**src/rtl/muxpga_cfg_loader.sv**
```systemverilog
// -----------------------------------------------------------------------------
// muxpga_cfg_loader
//
// Framed bitstream loader that sits in front of the muxpga fabric. It takes a
// nibble stream with a valid/ready handshake and looks for a two-nibble sync
// word. It then collects NIBBLES payload nibbles into a shadow buffer and
// compares a 4-bit additive checksum. When a frame checks good, the payload is
// replayed into the fabric config shift chain (fab_cmd=0), one nibble per clock.
// After that the fabric is handed back to run/hold control.
//
// Ports
//   clk         in   1  clock
//   reset       in   1  synchronous, active-high reset
//   in_valid    in   1  in_nibble valid
//   in_nibble   in   4  stream nibble
//   in_ready    out  1  loader accepts in_nibble this cycle
//   run_en      in   1  request fabric evaluate once configured
//   fab_nibble  out  4  to fabric nibble_in (0 outside the shift phase)
//   fab_cmd     out  2  fabric command: 0 shift cfg, 1 run, 2 hold
//   busy        out  1  frame in progress (not hunting)
//   cfg_done    out  1  fabric holds a complete, checksum-verified config
//   crc_err     out  1  sticky: last completed frame failed its checksum
// -----------------------------------------------------------------------------
module muxpga_cfg_loader #(
  parameter int          NIBBLES = 24,
  parameter logic [3:0]  SYNC_A  = 4'hA,
  parameter logic [3:0]  SYNC_B  = 4'h5
) (
  input  logic       clk,
  input  logic       reset,
  input  logic       in_valid,
  input  logic [3:0] in_nibble,
  output logic       in_ready,
  input  logic       run_en,
  output logic [3:0] fab_nibble,
  output logic [1:0] fab_cmd,
  output logic       busy,
  output logic       cfg_done,
  output logic       crc_err
);

  localparam int CNT_W = $clog2(NIBBLES);
  localparam logic [CNT_W-1:0] CNT_LAST = CNT_W'(NIBBLES - 1);

  localparam logic [1:0] CMD_SHIFT = 2'd0;
  localparam logic [1:0] CMD_RUN   = 2'd1;
  localparam logic [1:0] CMD_HOLD  = 2'd2;

  typedef enum logic [2:0] {
    HUNT  = 3'd0,
    SYNC  = 3'd1,
    LOAD  = 3'd2,
    CHK   = 3'd3,
    SHIFT = 3'd4
  } state_e;

  state_e           state_q, state_d;
  logic [CNT_W-1:0] cnt_q, cnt_d;
  logic [3:0]       sum_q, sum_d;
  logic             cfg_done_q, cfg_done_d;
  logic             crc_err_q, crc_err_d;

  // Shadow payload buffer: data only, deliberately left out of reset.
  logic [3:0]       buf_q [NIBBLES];
  logic             buf_we;

  logic             xfer;

  // The handshake uses the registered state only, so in_ready has no
  // combinational path from in_valid.
  assign in_ready = (state_q != SHIFT);
  assign xfer     = in_valid & in_ready;

  // Control state register
  always_ff @(posedge clk) begin
    if (reset) begin
      state_q    <= HUNT;
      cnt_q      <= '0;
      sum_q      <= '0;
      cfg_done_q <= 1'b0;
      crc_err_q  <= 1'b0;
    end else begin
      state_q    <= state_d;
      cnt_q      <= cnt_d;
      sum_q      <= sum_d;
      cfg_done_q <= cfg_done_d;
      crc_err_q  <= crc_err_d;
    end
  end

  // Payload capture
  always_ff @(posedge clk) begin
    if (buf_we) begin
      buf_q[cnt_q] <= in_nibble;
    end
  end

  always_comb begin
    state_d    = state_q;
    cnt_d      = cnt_q;
    sum_d      = sum_q;
    cfg_done_d = cfg_done_q;
    crc_err_d  = crc_err_q;
    buf_we     = 1'b0;

    case (state_q)
      HUNT: begin
        if (xfer && in_nibble == SYNC_A) begin
          state_d = SYNC;
        end
      end

      SYNC: begin
        if (xfer) begin
          if (in_nibble == SYNC_B) begin
            state_d = LOAD;
            cnt_d   = '0;
            sum_d   = '0;
          end else if (in_nibble != SYNC_A) begin
            state_d = HUNT;
          end
          // A repeated SYNC_A keeps us waiting for SYNC_B.
        end
      end

      LOAD: begin
        // Payload is opaque: sync nibbles are not interpreted here.
        if (xfer) begin
          buf_we = 1'b1;
          sum_d  = sum_q + in_nibble;
          if (cnt_q == CNT_LAST) begin
            state_d = CHK;
            cnt_d   = '0;
          end else begin
            cnt_d = cnt_q + 1'b1;
          end
        end
      end

      CHK: begin
        if (xfer) begin
          if (in_nibble == sum_q) begin
            // The old config is about to be overwritten, so cfg_done drops now.
            state_d    = SHIFT;
            cnt_d      = '0;
            crc_err_d  = 1'b0;
            cfg_done_d = 1'b0;
          end else begin
            // A bad frame leaves the fabric and cfg_done as they were.
            state_d   = HUNT;
            crc_err_d = 1'b1;
          end
        end
      end

      SHIFT: begin
        if (cnt_q == CNT_LAST) begin
          state_d    = HUNT;
          cnt_d      = '0;
          cfg_done_d = 1'b1;
        end else begin
          cnt_d = cnt_q + 1'b1;
        end
      end

      default: begin
        state_d = HUNT;
        cnt_d   = '0;
      end
    endcase
  end

  // Moore outputs: run_en only chooses between run and hold once the loader
  // is not driving the chain.
  always_comb begin
    fab_nibble = 4'd0;
    fab_cmd    = (cfg_done_q && run_en) ? CMD_RUN : CMD_HOLD;
    if (state_q == SHIFT) begin
      fab_nibble = buf_q[cnt_q];
      fab_cmd    = CMD_SHIFT;
    end
  end

  assign busy     = (state_q != HUNT);
  assign cfg_done = cfg_done_q;
  assign crc_err  = crc_err_q;

endmodule

```
**config.mk**
```make
export PLATFORM = sky130hd
export DESIGN_NAME = muxpga_cfg_loader
export DESIGN_NICKNAME = d
export VERILOG_FILES = /design/src/rtl/muxpga_cfg_loader.sv
export SDC_FILE = /design/constraint.sdc
export NUM_CORES = 1
export LEC_CHECK = 0
export ABC_CLOCK_PERIOD_IN_PS = 4600
export BUFFER_PORTS_ARGS = -buffer_cell sky130_fd_sc_hd__buf_2
export CAP_MARGIN = 20
export CORE_ASPECT_RATIO = 1.5
export CORE_MARGIN = 2
export CORE_UTILIZATION = 50
export CTS_CLUSTER_DIAMETER = 80
export CTS_CLUSTER_SIZE = 40
export DETAILED_ROUTE_END_ITERATION = 6
export PLACE_DENSITY = 0.67
export RECOVER_POWER = 50
export SETUP_SLACK_MARGIN = 0.5
export SLEW_MARGIN = 0
export SYNTH_ARGS = -nofsm -noshare
export SYNTH_HDL_FRONTEND = slang
export SYNTH_SLANG_ARGS = --single-unit
export TNS_END_PERCENT = 30
```
**constraint.sdc**
```tcl
create_clock -name clk -period 4.6 [get_ports clk]
set_input_delay 0.46 -clock clk [delete_from_list [all_inputs] [get_ports clk]]
set_output_delay 0.46 -clock clk [all_outputs]
set_load 0.01 [all_outputs]
```
==> out/summary.txt <==
Area Overhead vs Synth = 14.0%
HPWL Detailed = 6.29 mm
Fin crit share = 65.8%
CTS H-tree depth = 4
FMAX = 330 MHz
Final Wtd Congestion = 0.709
Placement Rows = 44
Max FO, Critical Path = 28
Setup TNS = 0 ns
Die area = 0.0107 mm2
Drt initial violations = 251
LEAKAGE = 0.00183 uW
Starting Density = 51.2%
Initial antenna violation count = 0
Slowest-stage cell, CP = clkbuf_1
Post-CTS Resized = 0
Setup CP Type = primary input to flop
RSZ-0062 raised after global routing = no
Most common cell after layout, fill and taps aside = edfxtp_1
Most frequent cells in the layout = edfxtp_1 (96), nor2_1 (35), mux4_2 (23)
DRT Pass-1 Iters = 5
Global route total overflow = 0
Post-synth EDFFs = 96
Synthesized area = 0.00494 mm2
Critical-path cell list = clkbuf_1, ha_1, nor3_1, nand4_1, a2111oi_1, a41o_1
Syn_area_per_cell = 15.8 um2
CP max stage delay = 0.94 ns
Post-CTS Setup Inserts = 0
Crit start category = primary input
Share of cells above drive strength 1 = 18.6%
WHS Path Cells = 2
Worst-path clk slew = 0.05 ns
Die height = 126 um
Ys flop type = edfxtp_1
Async SR Flop Fraction = 0%
Nets = 351
Max Cap Viol = 0
Status = finished clean
Seq cells post-synth = 115
Total GRT Usage = 19.2%
CTS tree = yes
CP Capture Type = flop
Clock skew = 0.00755 ns
Vias in the first global route = 2846
PD cells = 416 mW/mm2
CORE AREA = 0.00963 mm2
Synth unique cells = 52
Worst path arrival time = 3.37 ns
Min cycle time layout = 3.03 ns
Largest net degree at the start of global routing = 31
N_diodes = 0
Routed Antenna Nets = 0
Fin. Hold Viols = 0
CTS Buffer Depth = 2
Worst Path Required = 4.94 ns
Clock Latency Late Sink = 0.41 ns
Hold_buf cts = 0
Number of I/O port buffers = 17
Total Power = 2340 uW
DRC errors left = 0
Via density = 6.15
Worst reg2reg path depth = 5
Top-level port count = 18
Post-detailed-route wirelength per cell = 20.9 um
CP Buf/Inv Count = 1
Num Clock Sinks = 115
Setup violators final = 0
HP Class = primary input to flop
Root Driver = clkbuf_16
Peak supply drop = 311 uV
Syn nets = 329
Die W = 85.1 um
Worst-Margin Slew = 1.37 ns
Cell count after synthesis = 313
Crit-path leading delay family = buffers and inverters
Vias after detailed routing = 2831
Max-slew violations = 0
Rel. slew slack = 8.65%
Synth warn = 0
Fill count = 705
Sequential area share after synthesis = 66.1%
First-pass GRT wire length = 15.0 mm
Routed WL = 9.62 mm
Num CTS Buffers = 17
CP Depth = 6
-- kinds of logic (layout without fill, tap and decap cells) --
group / count (synthesis) / count (layout) / share of synthesized area [%]
buf+inv: 23 / 55 / 2.28
simple gates: 91 / 91 / 9.93
xor+xnor: 3 / 3 / 0.532
mux: 25 / 25 / 11.3
fa+ha+maj: 8 / 8 / 2.18
flops: 115 / 115 / 66.1
compound gates: 48 / 48 / 7.73
-- Yosys cell counts (2+ instances only) --
cell / instances / area (um2)
a311oi_1: 3 / 26.3
xnor2_1: 2 / 17.5
or3b_2: 3 / 26.3
nor2_1: 35 / 131
a2111oi_0: 7 / 61.3
nand3_1: 4 / 20.0
o22ai_1: 8 / 50.1
mux4_2: 23 / 518
o21a_1: 2 / 15.0
nor2b_1: 6 / 37.5
nand2b_1: 6 / 37.5
a41o_1: 2 / 20.0
o21ai_1: 2 / 10.0
a22o_1: 3 / 26.3
nor4_1: 5 / 31.3
clkbuf_1: 5 / 18.8
ha_1: 7 / 87.6
edfxtp_1: 96 / 2880
a21oi_1: 5 / 25.0
nand3b_1: 5 / 37.5
buf_2: 6 / 30.0
and4b_1: 2 / 20.0
nor3_1: 4 / 20.0
a21o_1: 5 / 37.5
inv_1: 5 / 18.8
dfxtp_1: 19 / 380
a31oi_1: 2 / 12.5
nand4bb_1: 2 / 22.5
inv_2: 2 / 7.51
nand2_1: 13 / 48.8
buf_4: 3 / 22.5
-- power breakdown --
group	leakage (uW)	total (uW)	internal [uW]	switching, uW
sequential	0.00102	1130	1130	1.95
combinational	0.000553	32.2	6.74	25.4
clock	0.000260	1180	771	409
-- through the flow --
| step | std cells | util [%] | hold slack [ns] | worst slack (ns) | instance area, um2 |
|---|---|---|---|---|---|
| 4_1_cts | 458 | 58.2 | 0.420 | 1.18 | 5610 |
| 3_3_place_gp | 429 | 52.7 | 0.470 | 1.73 | 5080 |
| 3_5_place_dp | 429 | 52.7 | 0.475 | 1.62 | 5080 |
| 6_report | 460 | 58.4 | 0.429 | 1.57 | 5630 |
| 5_1_grt | 460 | 58.4 | 0.443 | 1.36 | 5630 |
| 2_1_floorplan | 313 | - | 0.454 | 2.60 | 4940 |
-- cell type report --
class	count	area [um2]	area share, %
Clock buffer	19	433	7.69
Clock inverter	10	93.8	1.67
Inverter	7	26.3	0.467
Multi-Input combinational cell	175	1550	27.6
Sequential cell	115	3260	58.0
Tap cell	115	144	2.56
Timing Repair Buffer	19	119	2.11
-- metal layers --
| layer | part of all wire [%] | wire length (um) | vias up | GRT usage, % |
|---|---|---|---|---|
| met3 | 4.2 | 402 | 19 | 4.85 |
| li1 | - | - | 1294 | - |
| met2 | 54 | 5160 | 85 | 32.5 |
| met5 | 0 | 0 | - | 0 |
| met4 | 2.3 | 220 | 0 | 9.62 |
| met1 | 40 | 3830 | 1433 | 22.4 |
-- worst reg2reg max path: cells and delay by family (launching register included) --
family | cells | cell delay [ns]
and+or+nand+nor | 2 | 0.80
adders and majority gates | 1 | 0.27
AOI/OAI and AO/OA | 2 | 0.74
DFF | 1 | 0.37
-- registers in the layout, summed over array words and instances (netlist names), named ones only --
signal,flops
buf_q,96
cfg_done,1
cnt_q,5
crc_err,1
state_q,3
sum_q,4
-- final timing paths --
check	from	endpoint	slack, ns
worst min-delay path	reset	state_q[2]	0.43
worst max register to register	sum_q[1]	flop	2.36
worst max-delay path	in_nibble[1]	flop	1.57
worst min register to register	sum_q[0]	sum_q[0]	0.49
Note: power is estimated with default switching activity, not from simulation.
